--- src/rtl/mc_pkg.sv ---
// Shared encodings for the multi-cycle MIPS control unit: FSM states,
// instruction classes, opcode/funct values and datapath select codes.
package mc_pkg;

    typedef enum logic [3:0] {
        S_FETCH    = 4'd0,
        S_DECODE   = 4'd1,
        S_EXEC_R   = 4'd2,
        S_EXEC_I   = 4'd3,
        S_MEM_ADDR = 4'd4,
        S_MEM_RD   = 4'd5,
        S_MEM_WR   = 4'd6,
        S_WB_ALU   = 4'd7,
        S_WB_MEM   = 4'd8,
        S_BRANCH   = 4'd9,
        S_JUMP     = 4'd10
    } state_t;

    typedef enum logic [3:0] {
        C_NOP, C_ADDU, C_SUBU, C_JR, C_ORI, C_LUI,
        C_LW, C_SW, C_BEQ, C_J, C_JAL, C_ILLEGAL
    } iclass_t;

    localparam logic [5:0] OP_RTYPE = 6'b000000;
    localparam logic [5:0] OP_J     = 6'b000010;
    localparam logic [5:0] OP_JAL   = 6'b000011;
    localparam logic [5:0] OP_BEQ   = 6'b000100;
    localparam logic [5:0] OP_ORI   = 6'b001101;
    localparam logic [5:0] OP_LUI   = 6'b001111;
    localparam logic [5:0] OP_LW    = 6'b100011;
    localparam logic [5:0] OP_SW    = 6'b101011;

    localparam logic [5:0] FN_ADDU  = 6'b100001;
    localparam logic [5:0] FN_SUBU  = 6'b100011;
    localparam logic [5:0] FN_JR    = 6'b001000;

    localparam logic [3:0] ALU_ADD  = 4'd0;
    localparam logic [3:0] ALU_SUB  = 4'd1;
    localparam logic [3:0] ALU_OR   = 4'd2;
    localparam logic [3:0] ALU_LUI  = 4'd3;

    localparam logic [1:0] PC_ALU    = 2'd0;
    localparam logic [1:0] PC_ALUOUT = 2'd1;
    localparam logic [1:0] PC_JUMP   = 2'd2;
    localparam logic [1:0] PC_RS     = 2'd3;

    localparam logic [1:0] DST_RT   = 2'd0;
    localparam logic [1:0] DST_RD   = 2'd1;
    localparam logic [1:0] DST_RA   = 2'd2;

    localparam logic [1:0] DAT_ALUOUT = 2'd0;
    localparam logic [1:0] DAT_MDR    = 2'd1;
    localparam logic [1:0] DAT_PC     = 2'd2;

    localparam logic       SRCA_PC  = 1'b0;
    localparam logic       SRCA_RS  = 1'b1;

    localparam logic [1:0] SRCB_RT   = 2'd0;
    localparam logic [1:0] SRCB_FOUR = 2'd1;
    localparam logic [1:0] SRCB_IMM  = 2'd2;
    localparam logic [1:0] SRCB_BOFS = 2'd3;

endpackage

--- src/rtl/mc_decode.sv ---
// Combinational instruction classifier: maps the latched IR onto the class
// the control FSM dispatches on, flagging anything unsupported.
module mc_decode
    import mc_pkg::*;
(
    input  logic [31:0] i_instr,
    output iclass_t     o_iclass,
    output logic        o_illegal
);

    logic [5:0] w_op;
    logic [5:0] w_funct;

    assign w_op    = i_instr[31:26];
    assign w_funct = i_instr[5:0];

    always_comb begin
        o_iclass = C_ILLEGAL;
        case (w_op)
            OP_RTYPE: begin
                // An all-zero word is the canonical nop, checked before funct.
                if (i_instr == 32'd0) begin
                    o_iclass = C_NOP;
                end else begin
                    case (w_funct)
                        FN_ADDU: o_iclass = C_ADDU;
                        FN_SUBU: o_iclass = C_SUBU;
                        FN_JR:   o_iclass = C_JR;
                        default: o_iclass = C_ILLEGAL;
                    endcase
                end
            end
            OP_ORI:  o_iclass = C_ORI;
            OP_LUI:  o_iclass = C_LUI;
            OP_LW:   o_iclass = C_LW;
            OP_SW:   o_iclass = C_SW;
            OP_BEQ:  o_iclass = C_BEQ;
            OP_J:    o_iclass = C_J;
            OP_JAL:  o_iclass = C_JAL;
            default: o_iclass = C_ILLEGAL;
        endcase
    end

    assign o_illegal = (o_iclass == C_ILLEGAL);

endmodule

--- src/rtl/mc_ctrl.sv ---
// Multi-cycle MIPS control FSM: sequences the shared ALU/memory datapath
// through fetch, decode, execute, memory and write-back.
module mc_ctrl
    import mc_pkg::*;
#(
    parameter logic [3:0] RESET_STATE = 4'd0
) (
    input  logic        clk,
    input  logic        reset,
    input  logic [31:0] instr,
    input  logic        zero,
    input  logic        mem_ready,
    output logic        mem_req,
    output logic        mem_we,
    output logic        iord,
    output logic        ir_we,
    output logic        pc_we,
    output logic [1:0]  pc_src,
    output logic        gf_we,
    output logic [1:0]  gf_dst_sel,
    output logic [1:0]  gf_data_sel,
    output logic        alu_src_a,
    output logic [1:0]  alu_src_b,
    output logic        ext_op,
    output logic [3:0]  alu_op,
    output logic [3:0]  state,
    output logic        illegal
);

    state_t     r_state;
    state_t     w_state_next;
    logic       r_illegal;
    iclass_t    w_iclass;
    logic       w_dec_illegal;

    logic       w_mem_req, w_mem_we, w_iord, w_ir_we, w_pc_we, w_gf_we;
    logic       w_alu_src_a, w_ext_op;
    logic [1:0] w_pc_src, w_gf_dst_sel, w_gf_data_sel, w_alu_src_b;
    logic [3:0] w_alu_op;

    mc_decode u_decode (
        .i_instr   (instr),
        .o_iclass  (w_iclass),
        .o_illegal (w_dec_illegal)
    );

    always_ff @(posedge clk or negedge reset) begin
        if (!reset) begin
            r_state   <= state_t'(RESET_STATE);
            r_illegal <= 1'b0;
        end else begin
            r_state <= w_state_next;
            if (r_state == S_DECODE && w_dec_illegal) begin
                r_illegal <= 1'b1;
            end
        end
    end

    always_comb begin
        w_state_next  = r_state;
        w_mem_req     = 1'b0;
        w_mem_we      = 1'b0;
        w_iord        = 1'b0;
        w_ir_we       = 1'b0;
        w_pc_we       = 1'b0;
        w_pc_src      = PC_ALU;
        w_gf_we       = 1'b0;
        w_gf_dst_sel  = DST_RT;
        w_gf_data_sel = DAT_ALUOUT;
        w_alu_src_a   = SRCA_PC;
        w_alu_src_b   = SRCB_RT;
        w_ext_op      = 1'b0;
        w_alu_op      = ALU_ADD;
        case (r_state)
            S_FETCH: begin
                w_mem_req   = 1'b1;
                w_alu_src_b = SRCB_FOUR;
                // IR and PC load only on the acknowledge cycle.
                if (mem_ready) begin
                    w_ir_we      = 1'b1;
                    w_pc_we      = 1'b1;
                    w_state_next = S_DECODE;
                end
            end
            S_DECODE: begin
                w_alu_src_b = SRCB_BOFS;
                case (w_iclass)
                    C_ADDU, C_SUBU:  w_state_next = S_EXEC_R;
                    C_ORI, C_LUI:    w_state_next = S_EXEC_I;
                    C_LW, C_SW:      w_state_next = S_MEM_ADDR;
                    C_BEQ:           w_state_next = S_BRANCH;
                    C_J, C_JAL, C_JR: w_state_next = S_JUMP;
                    default:         w_state_next = S_FETCH;
                endcase
            end
            S_EXEC_R: begin
                w_alu_src_a  = SRCA_RS;
                w_alu_src_b  = SRCB_RT;
                w_alu_op     = (w_iclass == C_SUBU) ? ALU_SUB : ALU_ADD;
                w_state_next = S_WB_ALU;
            end
            S_EXEC_I: begin
                // ori needs rs on A; lui ignores A, so both share the select.
                w_alu_src_a  = SRCA_RS;
                w_alu_src_b  = SRCB_IMM;
                w_alu_op     = (w_iclass == C_LUI) ? ALU_LUI : ALU_OR;
                w_state_next = S_WB_ALU;
            end
            S_WB_ALU: begin
                w_gf_we       = 1'b1;
                w_gf_dst_sel  = (w_iclass == C_ADDU || w_iclass == C_SUBU) ? DST_RD : DST_RT;
                w_gf_data_sel = DAT_ALUOUT;
                w_state_next  = S_FETCH;
            end
            S_MEM_ADDR: begin
                w_alu_src_a  = SRCA_RS;
                w_alu_src_b  = SRCB_IMM;
                w_ext_op     = 1'b1;
                w_state_next = (w_iclass == C_LW) ? S_MEM_RD : S_MEM_WR;
            end
            S_MEM_RD: begin
                w_mem_req = 1'b1;
                w_iord    = 1'b1;
                if (mem_ready) w_state_next = S_WB_MEM;
            end
            S_MEM_WR: begin
                w_mem_req = 1'b1;
                w_iord    = 1'b1;
                w_mem_we  = 1'b1;
                if (mem_ready) w_state_next = S_FETCH;
            end
            S_WB_MEM: begin
                w_gf_we       = 1'b1;
                w_gf_dst_sel  = DST_RT;
                w_gf_data_sel = DAT_MDR;
                w_state_next  = S_FETCH;
            end
            S_BRANCH: begin
                w_alu_src_a  = SRCA_RS;
                w_alu_src_b  = SRCB_RT;
                w_alu_op     = ALU_SUB;
                w_pc_src     = PC_ALUOUT;
                w_pc_we      = zero;
                w_state_next = S_FETCH;
            end
            S_JUMP: begin
                w_pc_we  = 1'b1;
                w_pc_src = (w_iclass == C_JR) ? PC_RS : PC_JUMP;
                if (w_iclass == C_JAL) begin
                    w_gf_we       = 1'b1;
                    w_gf_dst_sel  = DST_RA;
                    w_gf_data_sel = DAT_PC;
                end
                w_state_next = S_FETCH;
            end
            default: w_state_next = S_FETCH;
        endcase
    end

    // Outputs are held at zero for the whole time reset is low, so an
    // in-flight memory request is dropped immediately.
    assign mem_req     = reset & w_mem_req;
    assign mem_we      = reset & w_mem_we;
    assign iord        = reset & w_iord;
    assign ir_we       = reset & w_ir_we;
    assign pc_we       = reset & w_pc_we;
    assign gf_we       = reset & w_gf_we;
    assign alu_src_a   = reset & w_alu_src_a;
    assign ext_op      = reset & w_ext_op;
    assign pc_src      = reset ? w_pc_src      : 2'd0;
    assign gf_dst_sel  = reset ? w_gf_dst_sel  : 2'd0;
    assign gf_data_sel = reset ? w_gf_data_sel : 2'd0;
    assign alu_src_b   = reset ? w_alu_src_b   : 2'd0;
    assign alu_op      = reset ? w_alu_op      : 4'd0;
    assign state       = reset ? r_state       : 4'd0;
    assign illegal     = r_illegal;

endmodule

--- config.mk ---
export PLATFORM = sky130hd
export DESIGN_NAME = mc_ctrl
export DESIGN_NICKNAME = d
export VERILOG_FILES = /design/src/rtl/mc_pkg.sv /design/src/rtl/mc_decode.sv /design/src/rtl/mc_ctrl.sv
export SDC_FILE = /design/constraint.sdc
export NUM_CORES = 1
export LEC_CHECK = 0
export CAP_MARGIN = 5
export CORE_ASPECT_RATIO = 1.4
export CORE_UTILIZATION = 35
export DETAILED_ROUTE_END_ITERATION = 16
export PLACE_DENSITY = 0.82
export RECOVER_POWER = 100
export SLEW_MARGIN = 5
export SYNTH_ARGS = -nofsm -noshare
export SYNTH_HDL_FRONTEND = slang
export SYNTH_SLANG_ARGS = --single-unit
--- constraint.sdc ---
create_clock -name clk -period 1.9 [get_ports clk]
set_input_delay 0.19 -clock clk [delete_from_list [all_inputs] [get_ports clk]]
set_output_delay 0.19 -clock clk [all_outputs]
set_load 0.05 [all_outputs]
======== Word-level counts from Yosys, hierarchy flattened ========
Memories as Yosys holds them, arrays and structs flattened.
Index checks and enable logic that the tools add are counted.
operators by class
  eq/ne operators ......................... 30
  mux-type cells .......................... 34
  bitwise gates (word level) .............. 8
  reductions and logical operators ........ 12
operators by type and width
  kind                                                 number
  logical NOT 32 bit                                   1
  case mux 4 bit (8 select lines)                      1
  equality test 4 x 3 -> 1 bit, second input constant  6
  equality test 6 bit, second input constant           4
  2-to-1 mux 4 bit                                     6
  case mux 4 bit (6 select lines)                      1
  equality test 4 bit, second input constant           5
  equality test 6 x 4 -> 1 bit, second input constant  3
  equality test 4 x 2 -> 1 bit, second input constant  4
  equality test 6 x 2 -> 1 bit, second input constant  2
  2-to-1 mux 1 bit                                     12
  2-to-1 mux 2 bit                                     6
  case mux 2 bit (2 select lines)                      3
  case mux 2 bit (3 select lines)                      2
  case mux 4 bit (3 select lines)                      1
  bitwise AND 1 bit                                    8
  equality test 4 x 1 -> 1 bit, second input constant  2
  OR reduction 2 bit                                   4
  equality test 6 x 3 -> 1 bit, second input constant  1
  logical NOT 6 bit                                    1
  != test 2 bit, second input constant                 3
  logical NOT 4 bit                                    1
  OR reduction 4 bit                                   1
  case mux 1 bit (3 select lines)                      1
  other kinds (5)                                      5
storage, ports and cells
  flip-flop bits (word level) ............. 5
  ROM bits ................................ 64
  output and inout bits ................... 25
  memories ................................ 1
memories
  memory           depth  bits a word  rd ports  clocked after memory_dff  wr ports  line           source
  (no name shown)  16     4            1         0                         0         mc_ctrl.sv:87  case (w_iclass)

======== Longest topological paths before layout ========
  word-level depth ........................ 9
  mapped depth ............................ 10
  gate-level depth less buffers ........... 10

======== Modules after synthesis ========
A second synthesis with hierarchy kept.
second synthesis, totals
  cell total of the unflattened synthesis .. 144
  area total of the unflattened synthesis .. 1078.5 um^2
modules (own cells, without submodules)
  module     times used  cells an instance  area an instance (um^2)  sequential area each (um^2)
  mc_ctrl    1           106                793.3                    125.1
  mc_decode  1           38                 285.3                    0.0

======== Worst setup path before layout ========
Ideal clock, no wire load.
  path type ............................... input to output
  start point ............................. input instr[10]
  end point ............................... output gf_dst_sel[0]
  arrival ................................. 2974 ps
  required time ........................... 1710 ps
  path slack .............................. -1264 ps
  cell stages on the path ................. 8
  path buffers ............................ 0
  path through ............................ nor4_2 -> nand4_2 -> nor2_1 -> nor2_1 -> a221oi_1 -> ha_1 -> o211ai_1 -> nor4_1
on the way
  word-level cells in the longest chain between the ends .. 8
  elaborated cells on any way between the ends .. 9
RTL lines
  item                                                                                 line             source
  from (decl)                                                                          mc_ctrl.sv:10    input logic [31:0] instr,
  logical NOT 32 bit *                                                                 mc_decode.sv:22  if (i_instr == 32'd0) begin
  2-to-1 mux 4 bit *                                                                   mc_decode.sv:22
  case mux 4 bit (8 select lines) *                                                    mc_decode.sv:19  case (w_op)
  equality test 4 x 1 -> 1 bit / equality test 4 x 2 -> 1 bit (equally long branches)  mc_ctrl.sv:111   w_gf_dst_sel = (w_iclass == C_ADDU || w_iclass == C_SUBU) ? DST_RD : DST_RT;
  logical OR 1 bit *                                                                   mc_ctrl.sv:111
  2-to-1 mux 1 bit *                                                                   mc_ctrl.sv:111
  case mux 2 bit (2 select lines) *                                                    mc_ctrl.sv:74    case (r_state)
  2-to-1 mux 2 bit *                                                                   mc_ctrl.sv:171   assign gf_dst_sel = reset ? w_gf_dst_sel : 2'd0;
  to (decl)                                                                            mc_ctrl.sv:20    output logic [1:0] gf_dst_sel,
Every way passes the cells marked *; elsewhere a longest branch is shown, timed or not.

======== Worst setup path after layout ========
  start point ............................. input instr[12]
  end point ............................... output alu_op[0]
on the way
  word-level cells in the longest chain between the ends .. 7
  elaborated cells on any way between the ends .. 9
RTL lines
  item                                                                                 line                           source
  logical NOT 32 bit *                                                                 mc_decode.sv:22
  2-to-1 mux 4 bit *                                                                   mc_decode.sv:22
  case mux 4 bit (8 select lines) *                                                    mc_decode.sv:19
  equality test 4 x 3 -> 1 bit / equality test 4 x 2 -> 1 bit (equally long branches)  mc_ctrl.sv:106, mc_ctrl.sv:99
  2-to-1 mux 1 bit (on tied branches)                                                  mc_ctrl.sv:106, mc_ctrl.sv:99
  case mux 2 bit (3 select lines) *                                                    mc_ctrl.sv:74
  2-to-1 mux 4 bit *                                                                   mc_ctrl.sv:174                 assign alu_op = reset ? w_alu_op : 4'd0;
  to (decl)                                                                            mc_ctrl.sv:25                  output logic [3:0] alu_op,
Marks and branches as above.

==> flow_summary.json <==
{
  "status": "finished with violations",
  "violations": "setup timing",
  "cp.required_ps": 1710,
  "dp_cells": 269,
  "post_synth_mux_area_share_pct": 0.945,
  "dp_slack_ps": -1030,
  "fillCellCount": 137,
  "synthCells": 144,
  "avgRoutedWirePerCell_um": 19.6,
  "root_buffer": "clkbuf_8",
  "setup_viol": 15,
  "tightestPinTransition_ps": 634,
  "synth.distinct_cells": 52,
  "drc": 0,
  "clkLatencyLatePin_ps": 230,
  "rr_worst_depth": 4,
  "synth_warnings": 0,
  "synth_compound_area_share_pct": 30.0,
  "cts_buffers": 3,
  "antenna_found_initial": 0,
  "async_flop_share_pct": 100,
  "cap_violations": 0,
  "grt_pass1_vias": 1602,
  "die_area_um2": 3250,
  "grt_pass1_wl_um": 7580,
  "finalNonFillerCells": 279,
  "avgSynthCellArea_um2": 7.36,
  "p_comb_share_pct": 78.9,
  "ioPinCount": 61,
  "worstPathMaxFanout": 3,
  "peakVddDrop_uv": 1130,
  "setup_tns_ps": -4950,
  "slew_viol_final": 0,
  "nNetsFinal": 284,
  "dr.pass1.iters": 4,
  "fin_hold_ws_ps": 485,
  "fp.dieW_um": 48.5,
  "fin_crit_sh_pct": 126,
  "synth_fa_ha_area_share_pct": 5.90,
  "ys.flop_type": "dfrtp_1",
  "fin_crit_ps": 2400,
  "min-delay-path-class": "flip-flop to flip-flop",
  "cp.arrival_ps": 2210,
  "tritoncts": "yes",
  "worstReg2RegEnd": "r_state[0]",
  "place_congestion": 0.917,
  "area_delta_synth_final_pct": 133,
  "io_buffers": 58,
  "worstHoldPathCells": 1,
  "critPathKind": "input pin to primary output",
  "ant_nets": 0,
  "ys_seq_area_share_pct": 11.8,
  "intPower_mw": 1.05,
  "rrSetupSlack_ps": 290,
  "power.share.clock_pct": 9.4,
  "skew_ps": 8.65,
  "core-area_um2": 2880,
  "die-height_um": 67.1,
  "switching_power_mw": 1.23,
  "p_leak_nw": 0.975,
  "avgViaCountPerCell": 6.03,
  "overflow": 0,
  "rsz0062_at_grt": "yes",
  "drt_iter0_drc": 96,
  "switching_share_pct": 54.0,
  "synth_top_family_by_area": "simple AND/OR/NAND/NOR gates",
  "cts.sinks": 5,
  "synthXorXnorAreaFrac_pct": 0,
  "ys_seq_elements": 5,
  "wl_um": 5460,
  "power_frac_seq_pct": 11.7,
  "antenna_cells": 0,
  "syn_area_um2": 1060,
  "hpwlAfterDp_um": 3400,
  "regArea_um2": 129,
  "worst_setup_path_end_kind": "primary output",
  "drive_above_1_share_pct": 59.9,
  "endpoint": "alu_op[0]",
  "track_usage_pct": 30.1,
  "yosys.area_share.simple_pct": 45.6,
  "power_density_nw_per_um2": 924,
  "relSlewSlack_pct": 57.7,
  "cts_max_level": 1,
  "dr_total_vias": 1682,
  "rows": 23,
  "clockBufferDepth": 2,
  "clk_pin_slew_ps": 50,
  "floorplan.initialDensity_pct": 36.8,
  "multi_input_comb_area_um2": 1180,
  "fmax_mhz": 417,
  "synth_edf_count": 0,
  "setup_ws_ps": -498,
  "hold_buffers": 0,
  "grt_max_degree": 14,
  "crit-reg2reg-launch": "r_state[0]",
  "hold_viol_final": 0,
  "crit_start": "instr[12]",
  "cp-start-kind": "input pin"
}
## critical path: stages
cell,delay (ps)
buf_6,90
nor4_4,290
nand4_2,160
nor2_4,180
nor2_4,70
a221oi_4,340
ha_4,220
inv_4,50
nor3_2,150
nand3_1,140
a21oi_4,170
buf_12,150
## power groups by stage
stage / Combinational (mW) / Clock, mW / Sequential (mW)
3_3_place_gp: 1.60 / 0 / 0.239
6_report: 1.80 / 0.214 / 0.267
2_1_floorplan: 0.929 / 0 / 0.227
5_1_grt: 1.87 / 0.224 / 0.270
4_1_cts: 1.69 / 0.200 / 0.249
3_5_place_dp: 1.66 / 0 / 0.249
## registers in the layout, indices dropped and copies added, names as in the netlist
name,flops
illegal,1
r_state,4
## Yosys cell counts (all sizes together), types with 2 or more instances
| cell type | count | area share, % |
|---|---|---|
| clkbuf | 6 | 2.1 |
| buf | 3 | 1.9 |
| dfrtp | 5 | 12 |
| o21ai | 8 | 4.8 |
| a21o | 2 | 1.5 |
| and3 | 4 | 2.4 |
| o31a | 2 | 1.7 |
| nand2 | 8 | 2.8 |
| nor2b | 4 | 2.4 |
| nor4 | 7 | 7.9 |
| a21oi | 9 | 4.2 |
| nand3 | 4 | 1.9 |
| and2 | 6 | 3.5 |
| nor3b | 2 | 1.4 |
| o311a | 2 | 1.9 |
| nand2b | 9 | 5.3 |
| nand3b | 3 | 2.1 |
| inv | 4 | 1.4 |
| a211oi | 2 | 1.9 |
| nor2 | 14 | 5.0 |
| nand4 | 4 | 3.0 |
| a211o | 2 | 1.8 |
| nor3 | 10 | 5.2 |
| ha | 5 | 5.9 |
## per-stage QoR
step / util, % / total power, mW / instance area (µm²)
after CTS: 83.7 / 2.14 / 2410
after global routing: 85.9 / 2.36 / 2470
final: 85.9 / 2.28 / 2470
after floorplan: - / 1.16 / 1150
after global placement: 77.8 / 1.84 / 2240
after detailed placement: 77.8 / 1.91 / 2240
## repair_timing
action,CTS,global route
cloned,0,0
pin swaps,24,17
buffers inserted,5,3
resized for setup,140,25
setup endpoints to repair,10,16
## worst min-delay path by stage
stage               slack (ps)     from         end
finish                     490  illegal     illegal
global route               500  illegal     illegal
CTS                        310    reset  r_state[3]
detailed placement         460  illegal     illegal
global placement           470  illegal     illegal
floorplan                 -110    reset     illegal
## cell families after synthesis
| group | count (synthesis) |
|---|---|
| and+or+nand+nor | 78 |
| AOI/OAI and AO/OA | 41 |
| buffers and inverters | 13 |
| adders and majority gates | 5 |
| DFF | 5 |
| muxes | 1 |
| other | 1 |
## layout by cell type, fill, tap and decap left out, types with 4 or more instances in the layout
cell type,instances
nor4_4,5
buf_4,35
buf_6,14
nand2b_1,9
ha_4,4
o21ai_0,4
a21oi_1,4
clkdlybuf4s15_1,5
and3_1,4
nor2_1,8
buf_12,20
and2_1,4
nor3_2,4
clkbuf_2,4
nor2b_1,4
nand2_1,8
buf_2,14
## layout make-up
type / count / share of cell area [%]
timing repair buffer: 102 / 42.6
inverter: 4 / 0.810
multi-input combinational: 127 / 47.6
tap: 37 / 1.87
sequential: 5 / 5.22
clock buffer: 4 / 1.82
## metal layers
metal / part of all wire, % / vias to the layer above / GRT usage, % / wire, µm
met1: 34 / 785 / 31.7 / 1860
met3: 9.0 / 24 / 4.79 / 493
met5: 0 / - / 0 / 0
met2: 53 / 139 / 59.0 / 2910
met4: 3.6 / 0 / 13.2 / 194
li1: - / 734 / - / -
(Power assumes the default switching activity.)
